`config.mk`:
```
export PLATFORM = sky130hd
export DESIGN_NAME = program_loader
export DESIGN_NICKNAME = d
export VERILOG_FILES = /design/src/rtl/program_loader_pkg.sv /design/src/rtl/program_loader_counter.sv /design/src/rtl/program_loader.sv
export SDC_FILE = /design/constraint.sdc
export NUM_CORES = 1
export LEC_CHECK = 0
export CORE_MARGIN = 2
export CORE_UTILIZATION = 50
export CTS_BUF_LIST = sky130_fd_sc_hd__clkbuf_4 sky130_fd_sc_hd__clkbuf_8
export DETAILED_ROUTE_END_ITERATION = 10
export PLACE_DENSITY = 0.82
export SETUP_SLACK_MARGIN = 0.15
export SYNTH_ARGS = -nofsm -noshare
export SYNTH_HDL_FRONTEND = slang
export SYNTH_SLANG_ARGS = --single-unit
```
`constraint.sdc`:
```
create_clock -name clk -period 2.3 [get_ports clk]
set_clock_uncertainty 0.15 [all_clocks]
set_input_delay 0.345 -clock clk [delete_from_list [all_inputs] [get_ports clk]]
set_output_delay 0.345 -clock clk [all_outputs]
set_load 0.005 [all_outputs]
```
`src/rtl/program_loader_pkg.sv`:
```
// Shared definitions for the program loader and the fetch path.
// Holds the address/nibble widths, FSM state encodings and program byte field positions.
package program_loader_pkg;

  localparam int DEF_ADDR_W = 12;
  localparam int DEF_NIB_W  = 4;

  localparam logic [2:0] ST_IDLE  = 3'd0;
  localparam logic [2:0] ST_HI    = 3'd1;
  localparam logic [2:0] ST_LO    = 3'd2;
  localparam logic [2:0] ST_WRITE = 3'd3;
  localparam logic [2:0] ST_DONE  = 3'd4;

  // Program byte layout: instruction in the upper nibble, operand in the lower.
  localparam int INSTR_LSB = 4;
  localparam int OPER_LSB  = 0;

endpackage

```
`src/rtl/program_loader_counter.sv`:
```
// Loadable, enabled, wrapping up-counter; the same kind of counter as the fetch PC.
// Load has priority over increment; the count wraps modulo 2^W.
module counter_load12
  import program_loader_pkg::*;
#(
  parameter int W = DEF_ADDR_W
) (
  input  logic         clk,
  input  logic         reset,
  input  logic         load,
  input  logic [W-1:0] load_val,
  input  logic         en,
  output logic [W-1:0] q
);

  always_ff @(posedge clk or negedge reset) begin
    if (!reset) begin
      q <= '0;
    end else if (load) begin
      q <= load_val;
    end else if (en) begin
      q <= q + 1'b1;
    end
  end

endmodule

```
`src/rtl/program_loader.sv`:
```
// Packs an instruction/operand nibble stream into program bytes and writes them
// to program RAM at auto-incrementing addresses; busy holds off instruction fetch.
module program_loader
  import program_loader_pkg::*;
#(
  parameter int ADDR_W = DEF_ADDR_W,
  parameter int NIB_W  = DEF_NIB_W
) (
  input  logic                clk,
  input  logic                reset,
  input  logic                start,
  input  logic                abort,
  input  logic [ADDR_W-1:0]   base_addr,
  input  logic [ADDR_W-1:0]   length,
  input  logic                nib_valid,
  input  logic [NIB_W-1:0]    nib_data,
  output logic                nib_ready,
  output logic                mem_we,
  output logic [ADDR_W-1:0]   mem_addr,
  output logic [2*NIB_W-1:0]  mem_wdata,
  output logic                busy,
  output logic                done,
  output logic [ADDR_W-1:0]   byte_count
);

  logic [2:0]        state;
  logic [2:0]        state_nx;
  logic [ADDR_W-1:0] addr;
  logic [ADDR_W-1:0] remaining;
  logic [ADDR_W-1:0] byte_cnt;
  logic [NIB_W-1:0]  hi;
  logic [NIB_W-1:0]  lo;
  logic              start_ok;
  logic              take_hi;
  logic              take_lo;
  logic              in_write;

  assign start_ok = (state == ST_IDLE) && start;
  // Abort beats a simultaneous handshake, so the nibble is never captured.
  assign take_hi  = (state == ST_HI) && nib_valid && !abort;
  assign take_lo  = (state == ST_LO) && nib_valid && !abort;
  assign in_write = (state == ST_WRITE);

  always_comb begin
    state_nx = state;
    case (state)
      ST_IDLE:  if (start) state_nx = (length == '0) ? ST_DONE : ST_HI;
      ST_HI:    if (abort) state_nx = ST_IDLE;
                else if (nib_valid) state_nx = ST_LO;
      ST_LO:    if (abort) state_nx = ST_IDLE;
                else if (nib_valid) state_nx = ST_WRITE;
      ST_WRITE: if (abort) state_nx = ST_IDLE;
                else state_nx = (remaining == ADDR_W'(1)) ? ST_DONE : ST_HI;
      ST_DONE:  state_nx = ST_IDLE;
      default:  state_nx = ST_IDLE;
    endcase
  end

  always_ff @(posedge clk or negedge reset) begin
    if (!reset) begin
      state <= ST_IDLE;
    end else begin
      state <= state_nx;
    end
  end

  always_ff @(posedge clk or negedge reset) begin
    if (!reset) begin
      remaining <= '0;
      byte_cnt  <= '0;
      hi        <= '0;
      lo        <= '0;
    end else begin
      if (start_ok) begin
        remaining <= length;
        byte_cnt  <= '0;
      end
      if (take_hi) hi <= nib_data;
      else if ((state == ST_HI) && abort) hi <= '0;
      if (take_lo) lo <= nib_data;
      if (in_write) begin
        remaining <= remaining - 1'b1;
        byte_cnt  <= byte_cnt + 1'b1;
      end
    end
  end

  counter_load12 #(.W(ADDR_W)) u_addr (
    .clk      (clk),
    .reset    (reset),
    .load     (start_ok),
    .load_val (base_addr),
    .en       (in_write),
    .q        (addr)
  );

  // Moore outputs; address and data are driven only while the strobe is high.
  assign nib_ready  = (state == ST_HI) || (state == ST_LO);
  assign mem_we     = in_write;
  assign mem_addr   = in_write ? addr : '0;
  assign mem_wdata  = in_write ? {hi, lo} : '0;
  assign busy       = (state != ST_IDLE);
  assign done       = (state == ST_DONE);
  assign byte_count = byte_cnt;

endmodule
```
# Yosys cells after proc, flatten, opt, wreduce, memory -nomap -nowiden
# Cells that the tools add are included.
# classes
n_addsub	3
eq_ne	8
mux	19
n_reduce_logical	14
# op_table
operator	n
$mux 12	7
$add 12x1->12 const B	2
$mux 3	8
$eq 12x1->1 const B	1
$logic_not 12->1	1
$pmux 3 s4	1
$sub 12x1->12 const B	1
$mux 4	2
$mux 8	1
$eq 3x2->1 const B	2
$logic_and 1x1->1	6
$ne 3x3->1 const B	2
$reduce_bool 2->1	2
$eq 3x1->1 const B	1
$eq 3x3->1 const B	1
$logic_not 3->1	1
$reduce_and 3->1	1
$reduce_bool 3->1	1
$ne 2x2->1 const B	1
$logic_not 1->1	1
$logic_or 1x1->1	1
# totals
ff_bits	47
in_bits	33
output_inout_bits	36
elab_cells	50

# Depth between registers and ports, before layout
# logic_depth
ltp_word	4
ltp_mapped	7
depth_no_buf	5

# Hierarchy
# A second synthesis with hierarchy kept.
# unflattened
cells_unflattened	293
hier_area_um2	2672.6
# by_module_without_submodules
module	n_inst	cells_per_inst	area_each_um2
program_loader	1	221	2000.7
counter_load12	1	72	671.9

# Worst setup path after synthesis
# No wires, ideal clock.
# synth_path
path_kind	flip-flop to flip-flop
startpoint	reg remaining[6]
endpoint	reg remaining[11]
setup_time_ns	0.137
t_arrival_ns	1.594
t_required_ns	2.013
path_slack_ns	0.419
path_stages_with_launch	5
n_path_buf	0
synth_period_minus_slack_ns	1.881
cell_sequence	dfrtp_1 -> or3_4 -> or4_4 -> o211ai_2 -> o311ai_2
# synth_between
elab_chain_len	2
# synth_rtl
element	line_no	rtl
from (decl)	program_loader.sv:29	logic [ADDR_W-1:0] remaining;
from (signal assigned)	program_loader.sv:75	remaining <= length;
from (signal assigned)	program_loader.sv:82	remaining <= remaining - 1'b1;
$sub 12x1->12	program_loader.sv:82	
$mux 12	program_loader.sv:81	if (in_write) begin
# Every way passes these cells.
# A chain may end at the register's enable or synchronous reset.

# Worst setup path in the final report
# layout_path
startpoint	reg state[1]
endpoint	out nib_ready
# layout_between
elab_chain_len	2
elab_cells_between_ends	3
# layout_rtl
element	line_no	rtl
from (decl)	program_loader.sv:26	logic [2:0] state;
from (signal assigned)	program_loader.sv:63	state <= state_nx;
$eq 3x1->1 or $eq 3x2->1 (tied branches)	program_loader.sv:98	assign nib_ready = (state == ST_HI) || (state == ST_LO);
$logic_or 1x1->1 (*)	program_loader.sv:98	
to (decl)	program_loader.sv:17	output logic nib_ready,
# Mark *: on every way between the ends. The rest lies on a longest branch, timed or not.

==> metrics.csv <==
metric;value;unit
Achievable Freq;0.463;GHz
reg2reg end;remaining[10];
clock slew seen by the registers of the worst setup and hold paths;0.09;ns
Worst Reg2Reg Path Length in Cells;7;
Primary FF master, synth;dfrtp_1;
Seq cells post-synth;47;
Placeable Area;5070;µm²
drt drc;0;
pin slew with the least headroom to its limit;0.741;ns
Hold Path Stages;1;
CP arrival;1.66;ns
Initial Utilization;0.513;
Worst R2R Setup Slack;0.22;ns
PD cells;763;nW/µm²
die height;76.2;µm
Detailed Place HPWL;4.65;mm
synth warn;0;
Sink Count;47;
share of the synthesized area in the top cell type;0.451;
WL per Instance;15.5;µm
io pins;69;
most area-consuming cells after synthesis;dfrtp_1 45%, o21ai_0 5.8%, nand2_1 5.3%, and2_1 4.6%, nand3_1 2.9%;
worst r2r src;state[1];
RSZ-0062 raised after global routing;true;
leakage;1.58;nW
TritonCTS clock tree;yes;
Die ar.;5800;µm²
clk_lat worst skew;0.30;ns
Antenna diodes;0;
die width;76.2;µm
hold path start;byte_count[11];
post-synthesis async set-or-reset flop share;1.00;
Tcrit/Tclk final;0.938;
DP Area;3400;µm²
Post-Layout Inst Area;3620;µm²
antenna violations before repair;0;
Max Cap Viol;0;
Critical Path End Type;output pin;
GRT Overall Usage;0.243;
Yosys top cell by area;dfrtp_1;
Post-synth EDFFs;0;
ANT nets after route;0;
Syn Inst Count;291;
Power Total;2.76;mW
CP startpoint kind;flip-flop;
# rows;26;
syn avg cell area;8.95;µm²
CP Max Fanout;7;
Area growth syn-to-layout;38.9;%
Final min period;2.16;ns
synthesized cell area;2600;µm²
H-Tree Depth;2;
clock root cell;clkbuf_8;
largest net degree at the start of global routing;34;
Critical Path Source;state[1];
first-pass GRT wire length;11.5;mm
Worst VDD drop;0.000445;V
Setup violations, final;0;
clk buf depth;2;
total gr overflow;0;
final hold viol count;0;
status;completed;
Slew Limit Fails;0;
drt pass-1 iters;4;
routed vias/inst;5.70;
Slew HR;0.506;
Filler cells;417;
Critical Path RT;1.80;ns
port bufs;68;
clock buffer count from CTS;5;
detailed router's first-iteration violation count;263;
share of cells above drive strength 1;0.147;
critical path type;reg2out;
vias;2527;
register area share after synthesis;0.451;
Hold Path End;byte_count[11];
synthesized net count;328;
post-route setup TNS;0;ns
Post-Route WL;6.88;mm
Yosys cell types;44;
vias in the first global route;2411;
fin nets;409;
Hold Crit Class;reg2reg;
placer congestion estimate;0.835;
==> per-stage QoR <==
step,setup WS [ns],hold slack (ns),utilization,cells
2_1_floorplan,0.419,-0.101,-,291
3_3_place_gp,0.198,0.295,0.670,424
3_5_place_dp,0.179,0.295,0.670,424
4_1_cts,0.127,0.340,0.711,441
5_1_grt,0.0885,0.369,0.713,443
6_report,0.142,0.337,0.713,443
==> metal layers <==
layer,track usage,up-vias,share of wire
met1,0.326,1195,0.44
met2,0.411,103,0.49
li1,-,1222,-
met4,0.0655,0,0.012
met3,0.0427,7,0.060
met5,0,-,0
==> cell usage after synthesis (5+ instances only) <==
library cell  count
dfrtp_1          47
nand2_1          37
o21ai_0          30
and2_1           19
nor2_1           17
nand3_1          15
nor4_1           10
o211ai_1         10
clkbuf_1          9
nand4_1           8
nor2b_1           7
nor3_1            7
a31oi_1           6
buf_2             6
inv_1             6
and3_1            5
xnor2_1           5
==> critical path, stage by stage (launching register included) <==
cell,delay (ns)
dfrtp_2,0.49
nor2b_4,0.21
nor2_1,0.07
nor2_1,0.09
clkdlybuf4s50_1,0.51
==> repair_timing <==
action                                 CTS  global route
endpoints found under the hold margin   31             0
resized for setup                       30            16
hold buffers                             1             0
setup buffers                            6             2
gates cloned                             2             0
setup endpoints to repair               23            13
pin swaps                                0             1
==> cell type report <==
| class | instances | area [µm²] | share of cell area |
|---|---|---|---|
| flip-flops and latches | 47 | 1180 | 0.326 |
| well taps | 70 | 87.6 | 0.0242 |
| repair buffers | 90 | 850 | 0.235 |
| inverters | 7 | 31.3 | 0.00864 |
| clock buffers | 7 | 90.1 | 0.0249 |
| multi-input cells | 221 | 1370 | 0.379 |
| clock inverters | 1 | 8.76 | 0.00242 |
==> report_power, final <==
group          internal, mW  switching (mW)  leakage (nW)
clock network         0.259           0.284        0.0519
logic                 0.460           0.422         0.927
registers              1.07           0.267         0.598
total                  1.79           0.973          1.58
==> cell usage in the layout, fill, tap and decap left out, types with 2 or more instances in the layout <==
cell type and n:
clkbuf_8 6, nor2b_4 2, clkdlybuf4s15_1 3, clkinv_4 2, nor2_1 16, and3_1 5, o211ai_1 10, clkbuf_2 5
or4_1 2, a32oi_1 2, dlygate4sd2_1 11, inv_1 6, o21ai_0 30, ha_1 4, nor3_1 6, o311ai_0 4
clkdlybuf4s50_1 48, or2_2 2, nand3_1 15, buf_6 2, dfrtp_1 45, dfrtp_2 2, a21oi_1 4, a221o_1 4
nor4_1 10, o31ai_1 2, nand4_1 8, buf_4 17, xnor2_1 5, nand2_1 37, mux2_2 4, a31oi_1 6
and2_1 19, nor2b_1 5
==> worst max path at each step <==
stage	end	slack (ns)
2_1_floorplan	remaining[11]	0.42
3_3_place_gp	u_addr.q[8]	0.20
3_5_place_dp	u_addr.q[8]	0.18
4_1_cts	nib_ready	0.13
5_1_grt	nib_ready	0.09
6_report	nib_ready	0.14
==> logic make-up after synthesis <==
logic type / synth area share
muxes: 0.0211
xor gates and xnor gates: 0.0202
adders and majority gates: 0.0192
and+or+nand+nor: 0.279
DFF: 0.451
buffers and inverters: 0.0360
AOI/OAI and AO/OA: 0.173
==> state kept, by name, summed over array words and instances (netlist names) <==
name / flops
u_addr.q: 12
lo: 4
remaining: 12
hi: 4
state: 3
byte_count: 12
No activity file was read; power rests on OpenSTA's default activity.
